==> config.mk <==
export PLATFORM = sky130hd
export DESIGN_NAME = uart_rx_oversampled_flat
export DESIGN_NICKNAME = d
export VERILOG_FILES = /design/src/rtl/uart_rx_oversampled_if.sv /design/src/rtl/uart_rx_oversampled.sv /design/src/flat_wrapper.sv
export SDC_FILE = /design/constraint.sdc
export NUM_CORES = 1
export LEC_CHECK = 0
export BUFFER_PORTS_ARGS = -buffer_cell sky130_fd_sc_hd__buf_4
export CAP_MARGIN = 20
export CORE_MARGIN = 3
export CORE_UTILIZATION = 35
export CTS_CLUSTER_SIZE = 16
export DETAILED_ROUTE_END_ITERATION = 8
export SYNTH_ARGS = -nofsm -noshare
export SYNTH_HDL_FRONTEND = slang
export SYNTH_SLANG_ARGS = --single-unit
==> constraint.sdc <==
create_clock -name clk -period 1.4 [get_ports clk]
set_input_delay 0.21 -clock clk [delete_from_list [all_inputs] [get_ports clk]]
set_output_delay 0.21 -clock clk [all_outputs]
set_load 0.02 [all_outputs]
==> src/rtl/uart_rx_oversampled_if.sv <==
// Receiver-side bundle: serial line and baud tick in, parallel word and status out.
`timescale 1ns/1ps
interface uart_rx_oversampled_if #(
  parameter int DBIT = 8
);
  logic            rx;
  logic            s_tick;
  logic [DBIT-1:0] rx_dout;
  logic            rx_done_tick;
  logic            frame_err;

  modport master (
    output rx,
    output s_tick,
    input  rx_dout,
    input  rx_done_tick,
    input  frame_err
  );

  modport slave (
    input  rx,
    input  s_tick,
    output rx_dout,
    output rx_done_tick,
    output frame_err
  );
endinterface

==> src/rtl/uart_rx_oversampled.sv <==
// 16x-oversampled UART receiver: start/DBIT data (LSB first)/stop framing,
// framing-error flag, and a break state that swallows a held-low line.
`timescale 1ns/1ps
module uart_rx_oversampled #(
  parameter int DBIT    = 8,
  parameter int SB_TICK = 16
) (
  input logic                  clk,
  input logic                  reset_n,
  uart_rx_oversampled_if.slave bus
);
  localparam int SW = ($clog2(SB_TICK) > 4) ? $clog2(SB_TICK) : 4;
  localparam int NW = $clog2(DBIT);
  localparam logic [SW-1:0] MID_START = SW'(7);
  localparam logic [SW-1:0] LAST_DATA = SW'(15);
  localparam logic [SW-1:0] LAST_STOP = SW'(SB_TICK - 1);
  localparam logic [NW-1:0] LAST_BIT  = NW'(DBIT - 1);

  typedef enum logic [2:0] {
    ST_IDLE  = 3'd0,
    ST_START = 3'd1,
    ST_DATA  = 3'd2,
    ST_STOP  = 3'd3,
    ST_BRK   = 3'd4
  } state_t;

  state_t          state_r, state_s;
  logic [SW-1:0]   s_cnt_r, s_cnt_s;
  logic [NW-1:0]   n_cnt_r, n_cnt_s;
  logic [DBIT-1:0] shift_r, shift_s;
  logic [DBIT-1:0] dout_r, dout_s;
  logic            done_r, done_s;
  logic            ferr_r, ferr_s;
  logic            sync1_r, sync2_r;
  logic            rx_s;

  // Two-flop synchronizer for the asynchronous line; resets to idle-high.
  always_ff @(posedge clk or negedge reset_n) begin
    if (!reset_n) begin
      sync1_r <= 1'b1;
      sync2_r <= 1'b1;
    end else begin
      sync1_r <= bus.rx;
      sync2_r <= sync1_r;
    end
  end

  assign rx_s = sync2_r;

  // FSM, counters, shift register and registered outputs.
  always_ff @(posedge clk or negedge reset_n) begin
    if (!reset_n) begin
      state_r <= ST_IDLE;
      s_cnt_r <= {SW{1'b0}};
      n_cnt_r <= {NW{1'b0}};
      shift_r <= {DBIT{1'b0}};
      dout_r  <= {DBIT{1'b0}};
      done_r  <= 1'b0;
      ferr_r  <= 1'b0;
    end else begin
      state_r <= state_s;
      s_cnt_r <= s_cnt_s;
      n_cnt_r <= n_cnt_s;
      shift_r <= shift_s;
      dout_r  <= dout_s;
      done_r  <= done_s;
      ferr_r  <= ferr_s;
    end
  end

  // Next-state logic; counting only happens on s_tick cycles.
  always_comb begin
    state_s = state_r;
    s_cnt_s = s_cnt_r;
    n_cnt_s = n_cnt_r;
    shift_s = shift_r;
    dout_s  = dout_r;
    ferr_s  = ferr_r;
    done_s  = 1'b0;
    case (state_r)
      ST_IDLE: begin
        if (!rx_s) begin
          state_s = ST_START;
          s_cnt_s = {SW{1'b0}};
        end else begin
          state_s = ST_IDLE;
        end
      end
      ST_START: begin
        if (bus.s_tick && (s_cnt_r == MID_START)) begin
          // A start bit that is high again at mid-bit was only a glitch.
          if (!rx_s) begin
            state_s = ST_DATA;
            s_cnt_s = {SW{1'b0}};
            n_cnt_s = {NW{1'b0}};
          end else begin
            state_s = ST_IDLE;
          end
        end else if (bus.s_tick) begin
          s_cnt_s = s_cnt_r + SW'(1);
        end else begin
          s_cnt_s = s_cnt_r;
        end
      end
      ST_DATA: begin
        if (bus.s_tick && (s_cnt_r == LAST_DATA)) begin
          s_cnt_s = {SW{1'b0}};
          shift_s = {rx_s, shift_r[DBIT-1:1]};
          if (n_cnt_r == LAST_BIT) begin
            state_s = ST_STOP;
          end else begin
            n_cnt_s = n_cnt_r + NW'(1);
          end
        end else if (bus.s_tick) begin
          s_cnt_s = s_cnt_r + SW'(1);
        end else begin
          s_cnt_s = s_cnt_r;
        end
      end
      ST_STOP: begin
        if (bus.s_tick && (s_cnt_r == LAST_STOP)) begin
          dout_s  = shift_r;
          ferr_s  = ~rx_s;
          done_s  = 1'b1;
          state_s = rx_s ? ST_IDLE : ST_BRK;
        end else if (bus.s_tick) begin
          s_cnt_s = s_cnt_r + SW'(1);
        end else begin
          s_cnt_s = s_cnt_r;
        end
      end
      ST_BRK: begin
        if (rx_s) begin
          state_s = ST_IDLE;
        end else begin
          state_s = ST_BRK;
        end
      end
      default: begin
        state_s = ST_IDLE;
      end
    endcase
  end

  assign bus.rx_dout      = dout_r;
  assign bus.rx_done_tick = done_r;
  assign bus.frame_err    = ferr_r;
endmodule
==> src/flat_wrapper.sv <==
// flat-port wrapper written by rule: the top's interface ports become plain ports
module uart_rx_oversampled_flat 
#(
  parameter int DBIT    = 8,
  parameter int SB_TICK = 16
)
  (clk, reset_n, bus_rx, bus_s_tick, bus_rx_dout, bus_rx_done_tick, bus_frame_err);
  uart_rx_oversampled_if #(.DBIT(DBIT)) bus_i ();
  input logic clk;
  input logic reset_n;
  input wire logic [$bits(bus_i.rx)-1:0] bus_rx;
  input wire logic [$bits(bus_i.s_tick)-1:0] bus_s_tick;
  output wire logic [$bits(bus_i.rx_dout)-1:0] bus_rx_dout;
  output wire logic [$bits(bus_i.rx_done_tick)-1:0] bus_rx_done_tick;
  output wire logic [$bits(bus_i.frame_err)-1:0] bus_frame_err;
  assign bus_i.rx = bus_rx;
  assign bus_i.s_tick = bus_s_tick;
  assign bus_rx_dout = bus_i.rx_dout;
  assign bus_rx_done_tick = bus_i.rx_done_tick;
  assign bus_frame_err = bus_i.frame_err;
  uart_rx_oversampled #(.DBIT(DBIT), .SB_TICK(SB_TICK)) u_core (.clk(clk), .reset_n(reset_n), .bus(bus_i));
endmodule
==> impl_metrics.xml <==
<?xml version="1.0" encoding="UTF-8"?>
<metrics>
  <group name="logic_synthesis">
    <metric name="synth_cell_type_count" unit="">39</metric>
    <metric name="dominantRegCellSynth" unit="">sky130_fd_sc_hd__dfrtp_1</metric>
    <metric name="synth_top_cell_by_area" unit="">sky130_fd_sc_hd__dfrtp_1</metric>
    <metric name="synth_seq_cells" unit="">30</metric>
    <metric name="yosys.cell_count.top_type" unit="">sky130_fd_sc_hd__dfrtp_1</metric>
    <metric name="synth_sequential_area_ratio" unit="">0.517</metric>
    <metric name="average_instance_area_after_synthesis" unit="um^2">12.4</metric>
    <metric name="synth_fp_nets" unit="">124</metric>
    <metric name="ys.warnings.count" unit="">0</metric>
    <metric name="yosys.area.top_type_share" unit="">0.481</metric>
    <metric name="netlist_instances" unit="">117</metric>
    <metric name="number_of_flops_mapped_to_enable_cells_by_yosys" unit="">0</metric>
    <metric name="synth.cells.most_frequent" unit="">28 x sky130_fd_sc_hd__dfrtp_1, 8 x sky130_fd_sc_hd__mux2_2, 8 x sky130_fd_sc_hd__mux2_4, 8 x sky130_fd_sc_hd__nand2_1, 6 x sky130_fd_sc_hd__inv_1</metric>
    <metric name="ys_async_rst_share" unit="">1.00</metric>
    <metric name="ys_top_cells_by_area" unit="">sky130_fd_sc_hd__dfrtp_1 48%, sky130_fd_sc_hd__mux2_4 8.2%, sky130_fd_sc_hd__mux2_2 6.2%, sky130_fd_sc_hd__dfstp_2 3.6%, sky130_fd_sc_hd__ha_1 2.6%</metric>
    <metric name="syn-cell-area" unit="um^2">1460</metric>
  </group>
  <group name="placed_design">
    <metric name="portBuffers" unit="">13</metric>
    <metric name="placedInstanceArea" unit="um^2">1750</metric>
    <metric name="gp_congestion" unit="">0.921</metric>
    <metric name="preCtsSetupSlack" unit="ns">-0.139</metric>
    <metric name="dpl.hpwl" unit="mm">1.91</metric>
    <metric name="dpl.cell_count" unit="">193</metric>
  </group>
  <group name="route">
    <metric name="drt-wirelength-per-cell" unit="um">14.8</metric>
    <metric name="drcViolationCount" unit="">0</metric>
    <metric name="detailedRoute.firstPassIterationCount" unit="">4</metric>
    <metric name="detailedRoute.firstIterationViolations" unit="">23</metric>
    <metric name="final_antenna_net_count" unit="">0</metric>
    <metric name="vias_per_cell" unit="">5.16</metric>
    <metric name="route.final.wire_length" unit="mm">3.09</metric>
    <metric name="vias" unit="">1079</metric>
  </group>
  <group name="clock_tree">
    <metric name="cts_buffers" unit="">5</metric>
    <metric name="clk_path_buf_depth" unit="">2</metric>
    <metric name="cts_tree" unit="">done</metric>
    <metric name="root_buffer" unit="">sky130_fd_sc_hd__clkbuf_8</metric>
    <metric name="clkSinkCount" unit="">30</metric>
    <metric name="h-tree-depth" unit="">2</metric>
    <metric name="clkLatencyLatePin" unit="ns">0.27</metric>
    <metric name="clk_pin_slew" unit="ns">0.06</metric>
  </group>
  <group name="sta">
    <metric name="grt_setup_unrepaired" unit="">yes</metric>
    <metric name="final_clock_skew" unit="ns">0.00584</metric>
    <metric name="min_period_over_period" unit="">1.08</metric>
    <metric name="slew_hr" unit="">0.747</metric>
    <metric name="timing.final.setup_violations" unit="">22</metric>
    <metric name="timing_worst_slew_pin_value" unit="ns">0.379</metric>
    <metric name="setup_slack" unit="ns">-0.119</metric>
    <metric name="timing_hold_violations_final" unit="">0</metric>
    <metric name="slew_violations" unit="">0</metric>
    <metric name="fin_crit" unit="ns">1.52</metric>
    <metric name="fmax" unit="GHz">0.658</metric>
  </group>
  <group name="critical_path">
    <metric name="cp_data_arrival_time" unit="ns">1.68</metric>
    <metric name="critPathTopFamily" unit="">flip-flops</metric>
    <metric name="crit_path_max_fanout" unit="">8</metric>
    <metric name="start_kind" unit="">flip-flop</metric>
    <metric name="timing.critical_path.to_type" unit="">flip-flop</metric>
    <metric name="worstSetupEndpoint" unit="">u_core.shift_r[4]</metric>
    <metric name="cp.buffers_inverters" unit="">1</metric>
    <metric name="reg2reg_setup_slack" unit="ns">-0.12</metric>
    <metric name="path_cells" unit="">ha_4 -&gt; nand4_1 -&gt; nor2_4 -&gt; buf_12 -&gt; mux2_4</metric>
    <metric name="rr_worst_depth" unit="">5</metric>
    <metric name="reg2reg_to" unit="">u_core.shift_r[4]</metric>
    <metric name="timing.critical_path.from" unit="">u_core.s_cnt_r[0]</metric>
    <metric name="cp_data_required_time" unit="ns">1.56</metric>
    <metric name="type_of_the_setup_path_with_the_least_slack" unit="">reg2reg</metric>
    <metric name="critPathSlowestCell" unit="">sky130_fd_sc_hd__dfrtp_1</metric>
    <metric name="reg2reg_from" unit="">u_core.s_cnt_r[0]</metric>
    <metric name="cp_num_cells" unit="">5</metric>
    <metric name="cpPeakStageDelay" unit="ns">0.39</metric>
  </group>
  <group name="power_and_ir_drop">
    <metric name="totalPowerFinal" unit="mW">3.12</metric>
    <metric name="power.density" unit="nW/um^2">1510</metric>
    <metric name="total_leakage_power" unit="nW">1.01</metric>
    <metric name="vdd_drop_max" unit="V">0.00102</metric>
  </group>
  <group name="floorplan">
    <metric name="start_util" unit="">0.381</metric>
    <metric name="fp.coreArea" unit="um^2">3830</metric>
    <metric name="io-pin-count" unit="">14</metric>
    <metric name="die-height" unit="um">70.5</metric>
    <metric name="num_rows" unit="">22</metric>
    <metric name="die_x" unit="um">70.5</metric>
    <metric name="die-area" unit="um^2">4970</metric>
  </group>
  <group name="global_route">
    <metric name="vias_in_the_first_global_route" unit="">1132</metric>
    <metric name="grt_antenna_before_repair" unit="">0</metric>
    <metric name="grt_max_degree" unit="">31</metric>
    <metric name="grt_usage" unit="">0.134</metric>
    <metric name="grt_remaining_overflow" unit="">0</metric>
    <metric name="grt_first_pass_wirelength" unit="mm">5.35</metric>
  </group>
  <group name="status">
    <metric name="failed_checks" unit="">setup timing</metric>
    <metric name="run_status" unit="">finished with violations</metric>
  </group>
  <group name="layout">
    <metric name="post-route-cell-area" unit="um^2">2060</metric>
    <metric name="drive_above_1_share" unit="">0.571</metric>
    <metric name="number_of_standard_cells_in_the_final_layout_excluding_fillers" unit="">209</metric>
    <metric name="finalNetCount" unit="">168</metric>
    <metric name="fillers" unit="">305</metric>
    <metric name="antenna-diode-count" unit="">0</metric>
    <metric name="synthToLayoutAreaGrowth" unit="%">41.6</metric>
  </group>
  <group name="hold_path">
    <metric name="worst_hold_path_type" unit="">in2reg</metric>
    <metric name="min_path_cells" unit="">1</metric>
  </group>
  <group name="run">
    <metric name="cap_viol_max_count" unit="">0</metric>
  </group>
</metrics>
## per-stage QoR
step | utilization | setup TNS [ns] | hold WS (ns)
5_1_grt | 0.539 | -2.19 | 0.0272
4_1_cts | 0.515 | -1.21 | 0.0336
3_5_place_dp | 0.458 | -1.80 | 0.162
2_1_floorplan | - | -0.375 | -0.0856
6_report | 0.539 | -1.38 | 0.0444
3_3_place_gp | 0.458 | -1.30 | 0.153
## layout by cell type, fill, tap and decap left out, drive strengths merged, types with 4 or more instances in the layout
cell type  count
buf           40
dfrtp         28
mux2          18
nand2          8
inv            7
clkbuf         6
nor2           6
a21oi          5
nand3          4
## report_power, final
group	total [mW]	internal, mW	switching (mW)
clock	0.877	0.569	0.309
sequential	1.17	1.00	0.168
combinational	1.07	0.563	0.506
total	3.12	2.13	0.983
## what timing repair did
item                                    in CTS  in global routing
setup buffers                                3                  5
resized for setup                           14                 13
hold endpoints to repair                    28                  0
cloned                                       1                  0
hold buffers                                 1                  0
endpoints found under the setup margin      22                 25
pin swaps                                    7                  5
## kinds of logic (layout without fill, tap and decap cells)
kind of cell,Yosys count,in the layout,share of synthesized area
simple gates,35,36,0.156
fa+ha+maj,3,3,0.0258
buf+inv,12,55,0.0447
flops,30,30,0.517
mux,21,21,0.180
compound gates,16,16,0.0756
## state kept, by name (all words and copies together), names as in the netlist
register                 count
u_core.bus.rx_dout           8
u_core.sync1_r               1
u_core.bus.frame_err         1
u_core.rx_s                  1
u_core.n_cnt_r               3
u_core.s_cnt_r               4
u_core.state_r               3
u_core.shift_r               8
u_core.bus.rx_done_tick      1
## worst min-delay path by stage
stage          slack, ns              endpoint    start
5_1_grt             0.03        u_core.sync1_r   bus_rx
4_1_cts             0.03        u_core.sync1_r   bus_rx
2_1_floorplan      -0.09  u_core.bus.frame_err  reset_n
3_5_place_dp        0.16     u_core.s_cnt_r[2]  reset_n
6_report            0.04        u_core.sync1_r   bus_rx
3_3_place_gp        0.15     u_core.s_cnt_r[2]  reset_n
## area by class of cell
type                    instances  area [um^2]  share of cell area
well taps                      48         60.1              0.0291
flip-flops and latches         30          757               0.367
clock buffers                   6         82.6              0.0400
clock inverters                 1         30.0              0.0146
multi-input cells              76          776               0.376
inverters                       7         26.3              0.0127
repair buffers                 41          330               0.160
## per-layer routing
| metal | vias up | global-route usage | share of wire |
|---|---|---|---|
| met5 | - | 0 | 0 |
| met4 | 0 | 0.0404 | 0.0091 |
| met3 | 5 | 0.0403 | 0.042 |
| met2 | 21 | 0.217 | 0.49 |
| met1 | 551 | 0.174 | 0.45 |
| li1 | 502 | - | - |
## worst register-to-register path, cell delays in order (launching register included)
cell and delay [ns]:
sky130_fd_sc_hd__dfrtp_1 0.39, sky130_fd_sc_hd__ha_4 0.18, sky130_fd_sc_hd__nand4_1 0.20, sky130_fd_sc_hd__nor2_4 0.17, sky130_fd_sc_hd__buf_12 0.15, sky130_fd_sc_hd__mux2_4 0.31
Power figures use the tool's default switching activity.
